==> config.mk <==
export PLATFORM = sky130hd
export DESIGN_NAME = ballot_controller
export DESIGN_NICKNAME = d
export VERILOG_FILES = /design/src/rtl/ballot_controller.sv
export SDC_FILE = /design/constraint.sdc
export NUM_CORES = 1
export LEC_CHECK = 0
export CAP_MARGIN = 5
export CORE_AREA = 2 2 44 46
export CTS_CLUSTER_SIZE = 20
export DETAILED_ROUTE_END_ITERATION = 10
export DIE_AREA = 0 0 46 48
export PLACE_DENSITY_LB_ADDON = 0.3
export SETUP_SLACK_MARGIN = 0.02
export SKIP_CTS_REPAIR_TIMING = 1
export SLEW_MARGIN = 0
export SYNTH_ARGS = -nofsm -noshare
export SYNTH_HDL_FRONTEND = slang
export SYNTH_SLANG_ARGS = --single-unit
==> constraint.sdc <==
create_clock -name clk -period 1.7 [get_ports clk]
set_input_delay 0.34 -clock clk [delete_from_list [all_inputs] [get_ports clk]]
set_output_delay 0.34 -clock clk [all_outputs]
set_load 0.01 [all_outputs]
==> src/rtl/ballot_controller.sv <==
// Ballot-session sequencer: one registered vote pulse per issued ballot, with multi-press
// rejection, overflow guard and poll close. Optional ARMED expiry under `BALLOT_TIMEOUT_EN`.
module ballot_controller #(
    parameter int NUM_CAND = 3,
    parameter int CNT_W    = 4,
    parameter int TIMEOUT  = 255
) (
    input  logic                clk,
    input  logic                reset,
    input  logic                issue_ballot,
    input  logic [NUM_CAND-1:0] vote_btn,
    input  logic                close_poll,
    output logic [NUM_CAND-1:0] vote_pulse,
    output logic                ready,
    output logic                invalid,
    output logic                timed_out,
    output logic                full,
    output logic                poll_closed,
    output logic [CNT_W-1:0]    total_votes
);

    localparam logic [2:0] S_IDLE    = 3'd0;
    localparam logic [2:0] S_ARMED   = 3'd1;
    localparam logic [2:0] S_CAST    = 3'd2;
    localparam logic [2:0] S_RELEASE = 3'd3;
    localparam logic [2:0] S_CLOSED  = 3'd4;

    localparam logic [NUM_CAND-1:0] BTN_ONE   = {{(NUM_CAND-1){1'b0}}, 1'b1};
    localparam logic [CNT_W-1:0]    TOTAL_MAX = {CNT_W{1'b1}};

    logic [2:0]          state;
    logic [2:0]          state_nxt;
    logic [NUM_CAND-1:0] latched;
    logic                close_req;
    logic                any_btn;
    logic                one_hot;
    logic                multi;
    logic                expire;
    logic                set_invalid;
    logic                set_timeout;

    always_comb begin
        any_btn = |vote_btn;
        one_hot = any_btn && ((vote_btn & (vote_btn - BTN_ONE)) == '0);
        multi   = any_btn && !one_hot;
    end

`ifdef BALLOT_TIMEOUT_EN
    localparam int TMR_W = ($clog2(TIMEOUT + 1) > 8) ? $clog2(TIMEOUT + 1) : 8;

    logic [TMR_W-1:0] tmr;

    // The ballot stays ARMED for TIMEOUT cycles; the last one is the expiry cycle.
    always_ff @(posedge clk) begin
        if (reset) begin
            tmr <= '0;
        end else if (state != S_ARMED && state_nxt == S_ARMED) begin
            tmr <= TMR_W'(TIMEOUT);
        end else if (state == S_ARMED && tmr != '0) begin
            tmr <= tmr - TMR_W'(1);
        end
    end

    assign expire = (tmr <= TMR_W'(1));
`else
    assign expire = 1'b0;
`endif

    always_comb begin
        state_nxt   = state;
        set_invalid = 1'b0;
        set_timeout = 1'b0;
        case (state)
            S_IDLE: begin
                if (close_poll) begin
                    state_nxt = S_CLOSED;
                end else if (issue_ballot && !full) begin
                    state_nxt = S_ARMED;
                end
            end
            S_ARMED: begin
                // Close aborts the ballot even if a valid press lands in the same cycle.
                if (close_poll) begin
                    state_nxt = S_CLOSED;
                end else begin
                    set_invalid = multi;
                    if (one_hot) begin
                        state_nxt = S_CAST;
                    end else if (expire) begin
                        state_nxt   = S_IDLE;
                        set_timeout = 1'b1;
                    end
                end
            end
            S_CAST: begin
                state_nxt = S_RELEASE;
            end
            S_RELEASE: begin
                if (!any_btn) begin
                    state_nxt = (close_req || close_poll) ? S_CLOSED : S_IDLE;
                end
            end
            S_CLOSED: begin
                state_nxt = S_CLOSED;
            end
            default: begin
                state_nxt = S_IDLE;
            end
        endcase
    end

    always_ff @(posedge clk) begin
        if (reset) begin
            state       <= S_IDLE;
            vote_pulse  <= '0;
            ready       <= 1'b0;
            invalid     <= 1'b0;
            timed_out   <= 1'b0;
            full        <= 1'b0;
            poll_closed <= 1'b0;
            total_votes <= '0;
            close_req   <= 1'b0;
        end else begin
            state       <= state_nxt;
            ready       <= (state_nxt == S_ARMED);
            invalid     <= set_invalid;
            timed_out   <= set_timeout;
            poll_closed <= (state_nxt == S_CLOSED);
            vote_pulse  <= (state == S_CAST) ? latched : '0;
            if (state == S_CAST) begin
                total_votes <= total_votes + CNT_W'(1);
                full        <= ((total_votes + CNT_W'(1)) == TOTAL_MAX);
                if (close_poll) begin
                    close_req <= 1'b1;
                end
            end
        end
    end

    // Button capture is pure data; it is only consumed in CAST after a fresh latch.
    always_ff @(posedge clk) begin
        if (state == S_ARMED && one_hot) begin
            latched <= vote_btn;
        end
    end

endmodule

==> impl_metrics.py, run 1 <==
metrics = {
    "finish": {
        "area_growth_syn_to_layout_pct": 34.8,
        "fin_nets": 111,
        "antenna_diode_count": 0,
        "layoutNonFillerInstCount": 118,
        "layout_commonest_cell": "clkdlybuf4s50_1",
        "fillCellCount": 158,
        "layout.cells.most_common_list": "clkdlybuf4s50_1, dfxtp_1, nor2_1",
        "drive_gt1_share_pct": 14.9,
    },
    "die": {
        "num_rows": 15,
        "die_h_um": 48,
        "count_of_boundary_i_o_pins": 19,
        "initial_utilization_pct": 44.7,
        "fp.dieW_um": 46,
        "design.die.area_um2": 2210,
        "core_area_um2": 1690,
    },
    "global_route": {
        "number_of_global_route_vias_before_repair": 535,
        "grt_util_all_layers_pct": 15.6,
        "grt_max_degree": 13,
        "antenna_violations_before_repair": 0,
        "overflow": 0,
        "grt_pass1_wl_um": 2300,
    },
    "pwr": {
        "cellInternalPower_w": 0.000581,
        "powerDensity_nw_per_um2": 739,
        "total_power_w": 0.000752,
        "power_frac_clock_pct": 29.0,
        "power.net_switching_w": 0.000171,
        "comb_power_share_pct": 11.1,
        "power.share.switching_pct": 22.8,
        "p_leak_nw": 0.382,
        "flop_pwr_share_pct": 59.9,
        "vdd.ir_drop.worst_mv": 0.464,
    },
    "hold_path": {
        "hold_path.class": "flip-flop to flip-flop",
    },
    "clock_network": {
        "clock_sinks": 18,
        "cts.clk_slew.worst_paths_ns": 0.10,
        "cts.root.buffer_cell": "clkbuf_4",
        "ctsHtreeMaxLevel": 1,
        "clock_path_buffers": 2,
        "cts_tree": "built",
        "source_to_sink_clock_delay_at_the_later_pin_of_the_worst_skew_pair_ns": 0.30,
        "tritoncts.num_buffers": 3,
    },
    "timing": {
        "period_share_pct": 95.6,
        "fin_setup_tns_ns": 0,
        "final_hold_viol_count": 0,
        "setup_viol": 0,
        "grt_setup_unrepaired": "false",
        "final_critical_path_setup_slack_ns": 0.0745,
        "timing.final.crit_period_ns": 1.63,
        "maxSlewViolCount": 0,
        "fin_skew_ns": 0.0148,
        "max_freq_ghz": 0.615,
        "whs_ns": 0.483,
    },
    "setup_path": {
        "worst_path_largest_cell_delay_ns": 0.54,
        "worst_r2r_endpoint": "ready",
        "register_to_register_setup_slack_ns": 0.19,
        "startpoint_type": "input pin",
        "crit_path_max_fanout": 3,
        "regToRegStartpoint": "state[0]",
        "timing.critical_path.depth": 4,
        "critPathRequiredTime_ns": 1.87,
        "worst-r2r-cell-count": 3,
        "cell_chain_critical_path": "clkdlybuf4s50_1 -> or4b_4 -> and3b_4 -> nor4_1",
        "crit_type": "input pin to flip-flop",
        "timing.critical_path.from": "vote_btn[0]",
        "crit_arrival_ns": 1.80,
        "critical_path.endpoint_type": "flip-flop",
        "cp.buffers_inverters": 1,
        "cp_slowest_cell": "or4b_4",
        "critical_path.endpoint": "ready",
        "path_delay_family": "simple AND/OR/NAND/NOR gates",
    },
    "detailed_routing": {
        "drc": 0,
        "route.final.wire_length_um": 1450,
        "average_wire_per_standard_cell_um": 12.3,
        "dr.first_iter.drc_count": 4,
        "post_drt_via_cell_ratio": 5.26,
        "detailedRoute.firstPassIterationCount": 4,
        "remaining_antenna_violation_count_after_routing": 0,
        "routed-via-count": 621,
    },
    "synth": {
        "ys_types": 32,
        "syn_nets": 84,
        "summed_instance_area_of_the_synthesized_netlist_um2": 754,
        "yosysWarnings": 0,
        "ys_ff_latch": 18,
        "avgSynthCellArea_um2": 10.1,
        "synthCells": 75,
        "post_synthesis_sequential_area_ratio_pct": 51.7,
    },
    "status": {
        "run_status": "finished clean",
    },
    "flow_run": {
        "maxCapViolations": 0,
    },
    "placed_design": {
        "cell_count_post_placement": 114,
        "gp_congestion": 0.783,
        "port_buffers": 17,
        "detailed_place_hpwl_um": 1100,
        "dp_slack_ns": -0.235,
    },
}
power groups by stage:
stage	sequential (W)	clock [W]	combinational [W]
after floorplan	0.000461	0	0.0000346
after global placement	0.000461	0	0.0000808
after detailed placement	0.000460	0	0.0000832
after CTS	0.000451	0.000225	0.0000838
after global routing	0.000452	0.000247	0.0000907
final	0.000451	0.000218	0.0000835
worst min-delay path by stage:
stage,from,to,cells after the start
after floorplan,close_poll,ready,1
after global placement,close_req,close_req,2
after detailed placement,latched[2],vote_pulse[2],1
after CTS,latched[2],vote_pulse[2],1
after global routing,latched[0],vote_pulse[0],1
final,latched[1],vote_pulse[1],1
through the flow:
stage	util, %	cell area, µm²
after floorplan	-	754
after global placement	58.6	990
after detailed placement	58.6	990
after CTS	60.1	1020
after global routing	60.2	1020
final	60.2	1020
area by class of cell:
| class | count | area, µm² | share of cell area, % |
|---|---|---|---|
| repair buffers | 25 | 230 | 22.6 |
| flip-flops and latches | 18 | 392 | 38.5 |
| clock buffers | 4 | 26.3 | 2.58 |
| multi-input cells | 52 | 340 | 33.5 |
| inverters | 2 | 7.51 | 0.738 |
| well taps | 17 | 21.3 | 2.09 |
layer usage:
layer  vias up  global-route usage [%]  share of wire (%)
met5         -                       0                  0
met4         0                    8.57                2.3
met3         4                    5.66                4.1
met2        15                    24.4                 49
met1       284                    18.6                 45
li1        318                       -                  -
cells in the mapped netlist, drive strengths merged:
cell type,count,area [µm²]
buf,2,12.5
nor2,10,37.5
o32ai,1,8.76
nand3,1,5.00
nand3b,2,15.0
nor4,1,6.26
inv,2,7.51
ha,2,25.0
a32oi,1,8.76
nand2,3,11.3
nor3,2,10.0
xor2,3,26.3
o21ai,3,15.0
a2111oi,1,8.76
conb,1,3.75
nor4bb,1,10.0
nor3b,1,7.51
nand2b,2,12.5
or3,1,6.26
edfxtp,3,90.1
clkbuf,1,3.75
a211oi,3,22.5
and2,2,13.8
and3b,4,38.8
or4b,1,13.8
a21oi,5,25.0
dfxtp,15,300
xnor2,1,8.76
sequential cells by signal, indices dropped and copies added (netlist names):
signal,cells
invalid,1
close_req,1
total_votes,4
poll_closed,1
state,3
vote_pulse,3
ready,1
latched,3
full,1
worst register-to-register path, stage by stage, from the launching register on:
cell and delay [ns]:
dfxtp_1 0.41, or4b_4 0.49, and3b_4 0.20, nor4_1 0.29
cell families (layout without fill, tap and decap cells):
logic type	count (synthesis)	in the layout	share of synthesized area, %
AOI/OAI and AO/OA	14	14	11.8
xor gates and xnor gates	4	4	4.64
adders and majority gates	2	2	3.32
buffers and inverters	5	31	3.15
DFF	18	18	51.7
other	1	1	0.497
and+or+nand+nor	31	31	24.9
Power figures use the tool's default switching activity.
==> inputs of run 2 (changes only) <==
Settings changed: GPL_ROUTABILITY_DRIVEN set to 0.
==> results of run 2 <==
Same layout as run 1: the final DEF is identical, and so are final timing and power.
==> inputs of run 3 (changes only) <==
Settings changed: MAX_ROUTING_LAYER set to met4.
==> results of run 3 <==
Same layout as run 1: the final DEF is identical, and so are final timing and power.
Main changes from that run: overall routing resource usage 15.6% -> 16.1%
